**config.mk**
```make
export PLATFORM = sky130hd
export DESIGN_NAME = vc_regfile_stream_reader
export DESIGN_NICKNAME = d
export VERILOG_FILES = /design/src/rtl/vc_regfile_stream_reader.sv
export SDC_FILE = /design/constraint.sdc
export NUM_CORES = 1
export LEC_CHECK = 0
export ABC_CLOCK_PERIOD_IN_PS = 1230
export CORE_MARGIN = 3
export CORE_UTILIZATION = 55
export CTS_CLUSTER_DIAMETER = 60
export DETAILED_ROUTE_END_ITERATION = 7
export DONT_BUFFER_PORTS = 1
export PLACE_DENSITY = 0.71
export SLEW_MARGIN = 20
export SYNTH_ARGS = -nofsm -noshare
export SYNTH_HDL_FRONTEND = slang
export SYNTH_SLANG_ARGS = --single-unit
```
**constraint.sdc**
```tcl
create_clock -name clk -period 1.23 [get_ports clk]
set_input_delay 0.123 -clock clk [delete_from_list [all_inputs] [get_ports clk]]
set_output_delay 0.123 -clock clk [all_outputs]
set_load 0.005 [all_outputs]
```
**src/rtl/vc_regfile_stream_reader.sv**
```systemverilog
// Burst read engine: walks a combinational register-file read port one entry per
// cycle and streams the entries out through a registered val/rdy response port.
module vc_regfile_stream_reader #(
    parameter int  p_data_nbits  = 32,
    parameter int  p_num_entries = 16,
    localparam int c_addr_nbits  = $clog2(p_num_entries),
    localparam int c_count_nbits = $clog2(p_num_entries + 1)
) (
    input  logic                     clk,
    input  logic                     reset,

    input  logic                     req_val,
    output logic                     req_rdy,
    input  logic [c_addr_nbits-1:0]  req_base,
    input  logic [c_count_nbits-1:0] req_count,

    output logic [c_addr_nbits-1:0]  rf_read_addr,
    input  logic [p_data_nbits-1:0]  rf_read_data,

    output logic                     resp_val,
    input  logic                     resp_rdy,
    output logic [p_data_nbits-1:0]  resp_data,
    output logic                     resp_last
);

    localparam logic [0:0] IDLE = 1'b0;
    localparam logic [0:0] READ = 1'b1;

    logic [0:0]               r_state;
    logic [c_addr_nbits-1:0]  r_addr;
    logic [c_count_nbits-1:0] r_remaining;
    logic                     r_out_val;
    logic                     r_out_last;
    logic [p_data_nbits-1:0]  r_out_data;

    logic                     w_fire;
    logic                     w_issue;
    logic                     w_final;
    logic [c_addr_nbits-1:0]  w_addr_next;

    assign req_rdy      = (r_state == IDLE);
    assign w_fire       = req_val && req_rdy;
    // A new entry may be captured whenever the output slot is empty or draining this cycle.
    assign w_issue      = (r_state == READ) && (!r_out_val || resp_rdy);
    assign w_final      = (r_remaining == c_count_nbits'(1));
    // Wrap at the real entry count, which need not be a power of two.
    assign w_addr_next  = (r_addr == c_addr_nbits'(p_num_entries - 1))
                        ? '0 : r_addr + c_addr_nbits'(1);

    assign rf_read_addr = r_addr;
    assign resp_val     = r_out_val;
    assign resp_data    = r_out_data;
    assign resp_last    = r_out_last;

    always_ff @(posedge clk) begin
        if (reset) begin
            r_state     <= IDLE;
            r_addr      <= '0;
            r_remaining <= '0;
            r_out_val   <= 1'b0;
            r_out_last  <= 1'b0;
            r_out_data  <= '0;
        end else begin
            case (r_state)
                IDLE: begin
                    if (w_fire) begin
                        r_addr      <= req_base;
                        r_remaining <= req_count;
                        if (req_count != '0)
                            r_state <= READ;
                    end
                end
                READ: begin
                    if (w_issue) begin
                        r_addr      <= w_addr_next;
                        r_remaining <= r_remaining - c_count_nbits'(1);
                        if (w_final)
                            r_state <= IDLE;
                    end
                end
                default: r_state <= IDLE;
            endcase

            if (w_issue) begin
                r_out_val  <= 1'b1;
                r_out_data <= rf_read_data;
                r_out_last <= w_final;
            end else if (r_out_val && resp_rdy) begin
                r_out_val  <= 1'b0;
            end
        end
    end

    a_req_val_known: assert property (@(posedge clk) disable iff (reset)
        !$isunknown(req_val));
    a_req_base_ok: assert property (@(posedge clk) disable iff (reset)
        w_fire |-> (!$isunknown(req_base) && (int'(req_base) < p_num_entries)));
    a_req_count_ok: assert property (@(posedge clk) disable iff (reset)
        w_fire |-> (!$isunknown(req_count) && (int'(req_count) <= p_num_entries)));
    a_resp_rdy_known: assert property (@(posedge clk) disable iff (reset)
        !$isunknown(resp_rdy));

endmodule

```
==> results of run 1 <==
-- Yosys cell counts, types with 2 or more instances --
cell type and count:
a211oi_1 3, a21oi_1 42, and3_1 2, buf_2 5, buf_4 3, clkbuf_1 4
dfxtp_1 44, ha_1 3, inv_1 4, mux2_2 2, nand2_1 73, nand2b_1 2
nand3_1 3, nor2_1 8, o21ai_0 4, o32ai_1 2
-- where the power goes --
group          switching [W]  internal, W  total [W]
logic               0.000300     0.000339   0.000640
registers          0.0000965      0.00153    0.00163
clock network       0.000425     0.000211   0.000636
total               0.000822      0.00208    0.00290
-- metal layers --
metal  track usage (%)  vias to the layer above  wire, µm
met2              46.2                       79      2650
li1                  -                      835         -
met1              28.3                      804      1930
met3              7.55                       11       370
met4              8.54                        0        95
met5                 0                        -         0
-- logic make-up (layout without fill, tap and decap cells) --
family / after synthesis / in the layout
flops: 44 / 44
mux: 4 / 4
simple gates: 95 / 95
fa+ha+maj: 3 / 3
buf+inv: 19 / 64
compound gates: 57 / 57
-- worst max-delay path by stage --
| stage | end | cells after the start |
|---|---|---|
| final | r_remaining[2] | 7 |
| after global routing | r_remaining[3] | 3 |
| after CTS | r_remaining[2] | 7 |
| after detailed placement | r_remaining[4] | 6 |
| after global placement | r_remaining[2] | 6 |
| after floorplan | r_remaining[2] | 6 |
-- final cells by class --
type	instances	area (µm²)	area share, %
multi-input combinational	159	902	37.0
sequential	44	888	36.5
timing repair buffer	52	526	21.6
tap	44	55.1	2.26
clock buffer	6	41.3	1.69
inverter	5	18.8	0.770
clock inverter	1	5.00	0.205
-- worst max-delay path, stage by stage (launching register included) --
cell and delay [ns]:
dfxtp_2 0.37, inv_2 0.06, ha_4 0.16, nor2b_4 0.12
buf_6 0.12, mux2_4 0.25, nand2_2 0.06, a21oi_2 0.05
-- flip-flops by register name (all words and copies together), names as in the netlist --
signal and count:
r_remaining 5, r_state 1, resp_data 32, resp_last 1, resp_val 1, rf_read_addr 4
-- metrics by stage --
step                      setup TNS, ns  std cells  area [µm²]  hold WS, ns
final                            -0.122        311        2440       0.0236
after floorplan                       0        222        1790        0.259
after CTS                        -0.146        308        2330      0.00227
after global routing             -0.306        311        2440       0.0255
after global placement                0        263        1850        0.196
after detailed placement         -0.271        263        1850        0.198
-- what timing repair did --
item | 4_1_cts | 5_1_grt
setup buffers | 3 | 2
setup endpoints to repair | 5 | 43
hold endpoints to repair | 43 | 0
pin swaps | 4 | 4
gates cloned | 0 | 1
gates resized for setup | 14 | 16
hold buffers | 35 | 0
-- placed cells by master, fill, tap and decap left out, drive strengths merged --
cell type / count
ha: 3
o32ai: 2
clkinv: 1
inv: 5
or4: 1
o21ai: 4
and3: 2
mux2i: 2
mux2: 2
a311oi: 1
clkbuf: 7
a21oi: 42
nor2b: 1
and2: 1
o31a: 1
nand3: 3
o2bb2ai: 1
o211ai: 1
nor2: 8
or3: 1
dlygate4sd3: 34
nand2b: 3
dfxtp: 44
a31oi: 1
a211oi: 3
a32o: 1
nand4b: 1
nand2: 73
buf: 17
nor3: 1
==> summary.md, run 1 <==
| Metric | Value |
|---|---|
| Ys Warns | `0` |
| TritonCTS clock tree | `done` |
| Die width | `63.0 µm` |
| HP Start | `req_base[0]` |
| Peak Freq | `782 MHz` |
| Synth Area in Compound Gates | `17.9%` |
| Initial antenna violation count | `0` |
| FFs w/ async S/R, synth | `0%` |
| Port bufs | `0` |
| Failing checks | `setup timing` |
| DR vias | `1,729` |
| RR Endpoint | `r_remaining[2]` |
| Share of layout cells above drive strength 1 | `18.4%` |
| Worst-Margin Slew | `0.239 ns` |
| Largest net degree at the start of global routing | `45` |
| Mux share of post-synthesis cell area | `2.59%` |
| Mapped Cells | `222` |
| Global route overflow | `0` |
| Average wire per standard cell | `16.2 µm` |
| Cell variety after synth | `34` |
| Clock-pin slew on the worst setup and hold paths | `0.11 ns` |
| Avg Inst Size Synth | `8.06 µm²` |
| Hold EP | `rf_read_addr[0]` |
| Fin Clk Skew | `0.00223 ns` |
| Top cell type's share of synthesized area | `49.2%` |
| Final setup margin | `-0.0494 ns` |
| Unrepaired setup endpoints after global routing | `yes` |
| Slew Limit Fails | `0` |
| Final GP Congestion | `0.789` |
| Post-synth EDFFs | `0` |
| Layout Utilization | `79.1%` |
| Drt first pass iters | `4` |
| Initial cell density of the core | `58.1%` |
| Synth top area cells | `dfxtp_1, nand2_1, a21oi_1` |
| Final HPWL DP | `2900 µm` |
| Final Hold Viols | `0` |
| Period utilization | `104%` |
| Hold Path Class | `in2reg` |
| Die ar. | `0.00397 mm²` |
| Clk_lat worst skew | `0.34 ns` |
| Status | `finished with violations` |
| Post-synthesis adder-cell area fraction | `2.10%` |
| Sequential area share after synthesis | `49.2%` |
| Syn_nets | `270` |
| Floorplan core area | `0.00308 mm²` |
| Synth Area in XOR/XNOR | `0%` |
| Via/cell ratio | `5.56` |
| Fill count | `203` |
| # IOs | `84` |
| Setup slack at placement | `-0.173 ns` |
| TritonCTS buffer count | `5` |
| Worst setup EP type | `register` |
| FP Rows | `20` |
| Count of final setup violators | `3` |
| Lkg Pwr | `0.929 nW` |
| DRT iter0 DRCs | `84` |
| Count of state elements after synthesis | `44` |
| Power Total | `0.00290 W` |
| Total of max-cap violations | `0` |
| Synth Cell Area | `0.00179 mm²` |
| Simple-gate portion of the synthesized area | `22.2%` |
| Flop2flop setup slack | `-0.05 ns` |
| First-pass GRT wire length | `8200 µm` |
| Crit path DAT | `1.52 ns` |
| Synth area leader | `dfxtp_1` |
| Synth Flop Type | `dfxtp_1` |
| Final net count | `315` |
| Worst reg2reg startpoint | `r_remaining[0]` |
| Root Buffer | `clkbuf_4` |
| Tmin final | `1.28 ns` |
| Clk buf depth | `2` |
| H-tree levels | `2` |
| P&R area growth vs syn | `36.2%` |
| WHS Path Cells | `2` |
| Largest family of logic cells by synthesized area | `simple AND/OR/NAND/NOR gates` |
| Antenna Cells | `0` |
| Number of global-route vias before repair | `1,767` |
| CP Class | `reg2reg` |
| Max-slew headroom | `84.1%` |
| Sink Count | `44` |
| Worst vdd ir | `0.751 mV` |
| Final wirelength | `5050 µm` |
| Total global routing track utilization | `25.6%` |
| Startpoint Class | `register` |
| Chip height | `63.0 µm` |
| Power Dens Cells | `1190 mW/mm²` |
| Critical path origin | `r_remaining[0]` |
| FF-to-FF path depth | `7` |
| Worst Path Required | `1.47 ns` |
| Antenna-violating nets left | `0` |
| Max FO, Critical Path | `3` |
| DRC Markers | `0` |
Power figures use the tool's default switching activity.
==> run 2, diff against run 1 <==
Settings changed: CELL_PAD_IN_SITES_DETAIL_PLACEMENT set to 0, CELL_PAD_IN_SITES_GLOBAL_PLACEMENT set to 1, CORE_UTILIZATION 55 to 38, HOLD_SLACK_MARGIN set to 0.08, PLACE_DENSITY 0.71 to 0.7, SLEW_MARGIN 20 to 10.
==> run 2 against run 1 <==
  * The run now ends clean
  * First-iteration DRC count down 32%
  * Hold slack better by 0.072 ns
  * Fmax up 4.1%
  * Combinational power down 7.7%
  * Sequential share of layout area down 0.49 points
  * Critical path type unchanged
==> summary.md, run 2 (synthesized netlist as in run 1, its figures left out) <==
| Metric | Value |
|---|---|
| Most frequent cells in the layout | `nand2_1, a21oi_1, dfxtp_1 (was nand2_1, dfxtp_1, a21oi_1)` |
| Root Buffer | `clkbuf_8 (was clkbuf_4)` |
| Chip height | `74.6 µm (was 63.0 µm)` |
| H-tree levels | `2 (unchanged)` |
| Total global routing track utilization | `16.1% (was 25.6%)` |
| P&R area growth vs syn | `37.8% (was 36.2%)` |
| Startpoint Class | `register (unchanged)` |
| Average wire per standard cell | `14.3 µm (was 16.2 µm)` |
| Most common cell after layout, fill and taps aside | `nand2_1 (unchanged)` |
| Final net count | `321 (was 315)` |
| Share of layout cells above drive strength 1 | `16.1% (was 18.4%)` |
| Hold Path Class | `in2reg (unchanged)` |
| DR vias | `1,689 (was 1,729)` |
| Global route overflow | `0 (unchanged)` |
| Max-slew headroom | `86.3% (was 84.1%)` |
| HP Start | `req_base[2] (was req_base[0])` |
| DP Area | `0.00188 mm² (was 0.00185 mm²)` |
| Worst-Margin Slew | `0.204 ns (was 0.239 ns)` |
| Drt first pass iters | `4 (unchanged)` |
| FP Rows | `24 (was 20)` |
| Fin Clk Skew | `0.00540 ns (was 0.00223 ns)` |
| Max FO, Critical Path | `3 (unchanged)` |
| Crit path DAT | `1.43 ns (was 1.52 ns)` |
| Final HPWL DP | `3020 µm (was 2900 µm)` |
| Tmin final | `1.23 ns (was 1.28 ns)` |
| Sink Count | `44 (unchanged)` |
| Final setup margin | `0.00135 ns (was -0.0494 ns)` |
| Clk_lat worst skew | `0.29 ns (was 0.34 ns)` |
| CP Class | `reg2reg (unchanged)` |
| Status | `complete, no violations (was finished with violations)` |
| Die ar. | `0.00557 mm² (was 0.00397 mm²)` |
| Final GP Congestion | `0.866 (was 0.789)` |
| Count of final setup violators | `0 (was 3)` |
| First-pass GRT wire length | `6990 µm (was 8200 µm)` |
| Worst reg2reg startpoint | `r_remaining[0] (unchanged)` |
| Final Hold Viols | `0 (unchanged)` |
| TritonCTS buffer count | `5 (unchanged)` |
| Flop2flop setup slack | `0.001 ns (was -0.05 ns)` |
| Initial cell density of the core | `40.3% (was 58.1%)` |
| DRC Markers | `0 (unchanged)` |
| Via/cell ratio | `5.20 (was 5.56)` |
| # IOs | `84 (unchanged)` |
| Worst vdd ir | `0.538 mV (was 0.751 mV)` |
| Floorplan core area | `0.00444 mm² (was 0.00308 mm²)` |
| Peak Freq | `814 MHz (was 782 MHz)` |
| FF-to-FF path depth | `3 (was 7)` |
| Power Dens Cells | `1240 mW/mm² (was 1190 mW/mm²)` |
| Worst Path Required | `1.43 ns (was 1.47 ns)` |
| Critical path origin | `r_remaining[0] (unchanged)` |
| Setup TNS | `0 ns (was -0.122 ns)` |
| Layout Utilization | `55.5% (was 79.1%)` |
| Lkg Pwr | `0.962 nW (was 0.929 nW)` |
| Clk buf depth | `2 (unchanged)` |
| Largest net degree at the start of global routing | `45 (unchanged)` |
| Worst setup EP type | `register (unchanged)` |
| Non-Filler Instances | `325 (was 311)` |
| Post-route cell area | `0.00247 mm² (was 0.00244 mm²)` |
| Dpl cells | `274 (was 263)` |
| Setup slack at placement | `-0.0449 ns (was -0.173 ns)` |
| Number of global-route vias before repair | `1,614 (was 1,767)` |
| Hold EP | `rf_read_addr[2] (was rf_read_addr[0])` |
| DRT iter0 DRCs | `57 (was 84)` |
| Port bufs | `0 (unchanged)` |
| RR Endpoint | `r_remaining[3] (was r_remaining[2])` |
| Initial antenna violation count | `0 (unchanged)` |
| Slew Limit Fails | `0 (unchanged)` |
| Unrepaired setup endpoints after global routing | `yes (unchanged)` |
| Final wirelength | `4640 µm (was 5050 µm)` |
| Clock-pin slew on the worst setup and hold paths | `0.07 ns (was 0.11 ns)` |
| Max reg flops | `32 (unchanged)` |
| Fill count | `409 (was 203)` |
| Die width | `74.6 µm (was 63.0 µm)` |
| Antenna-violating nets left | `0 (unchanged)` |
| Total of max-cap violations | `0 (unchanged)` |
| TritonCTS clock tree | `done (unchanged)` |
| WHS Path Cells | `3 (was 2)` |
| Antenna Cells | `0 (unchanged)` |
| Period utilization | `99.9% (was 104%)` |
## run 2: area by class of cell
class | count | area, µm² | share of cell area, %
clock buffers | 6 | 72.6 | 2.94
repair buffers | 58 | 568 | 23.0
clock inverters | 1 | 5.00 | 0.203
flip-flops and latches | 44 | 887 | 36.0
inverters | 5 | 18.8 | 0.761
well taps | 52 | 65.1 | 2.64
multi-input cells | 159 | 850 | 34.4
## run 2: metal layers
layer | up-vias | wire length [µm] | global-route usage, % | share of wire [%]
li1 | 843 | - | - | -
met1 | 771 | 1870 | 18.3 | 40
met2 | 65 | 2340 | 27.9 | 50
met3 | 10 | 336 | 5.21 | 7.2
met4 | 0 | 89 | 6.72 | 1.9
met5 | - | 0 | 0 | 0
## run 2: repair_timing
action,CTS,global route
hold buffers,40,0
pin swaps,0,2
gates resized for setup,6,15
endpoints found under the hold margin,43,0
setup endpoints to repair,3,30
gates cloned,0,1
buffers inserted,0,3
## run 2: worst max-delay path, stage by stage, from the launching register on
cell and delay, ns:
dfxtp_2 0.33, or3_4 0.38, o31a_1 0.24, o32ai_1 0.19
## run 2: power breakdown
part	switching (W)	internal [W]
Sequential	0.0000893	0.00153
Clock	0.000449	0.000386
Combinational	0.000274	0.000317
Total	0.000812	0.00223
## run 2: worst max path at each step
stage | endpoint | slack [ns] | cells after the start
floorplan | r_remaining[2] | 0.02 | 6
global placement | r_remaining[2] | 0.03 | 6
detailed placement | r_remaining[4] | -0.04 | 6
CTS | r_remaining[3] | -0.009 | 3
global route | r_remaining[4] | -0.04 | 6
finish | r_remaining[3] | 0.001 | 3
## run 2: stage by stage
stage / hold slack [ns] / total power (W)
after floorplan: 0.259 / 0.00194
after global placement: 0.196 / 0.00203
after detailed placement: 0.198 / 0.00205
after CTS: 0.0823 / 0.00304
after global routing: 0.100 / 0.00322
final: 0.0951 / 0.00305
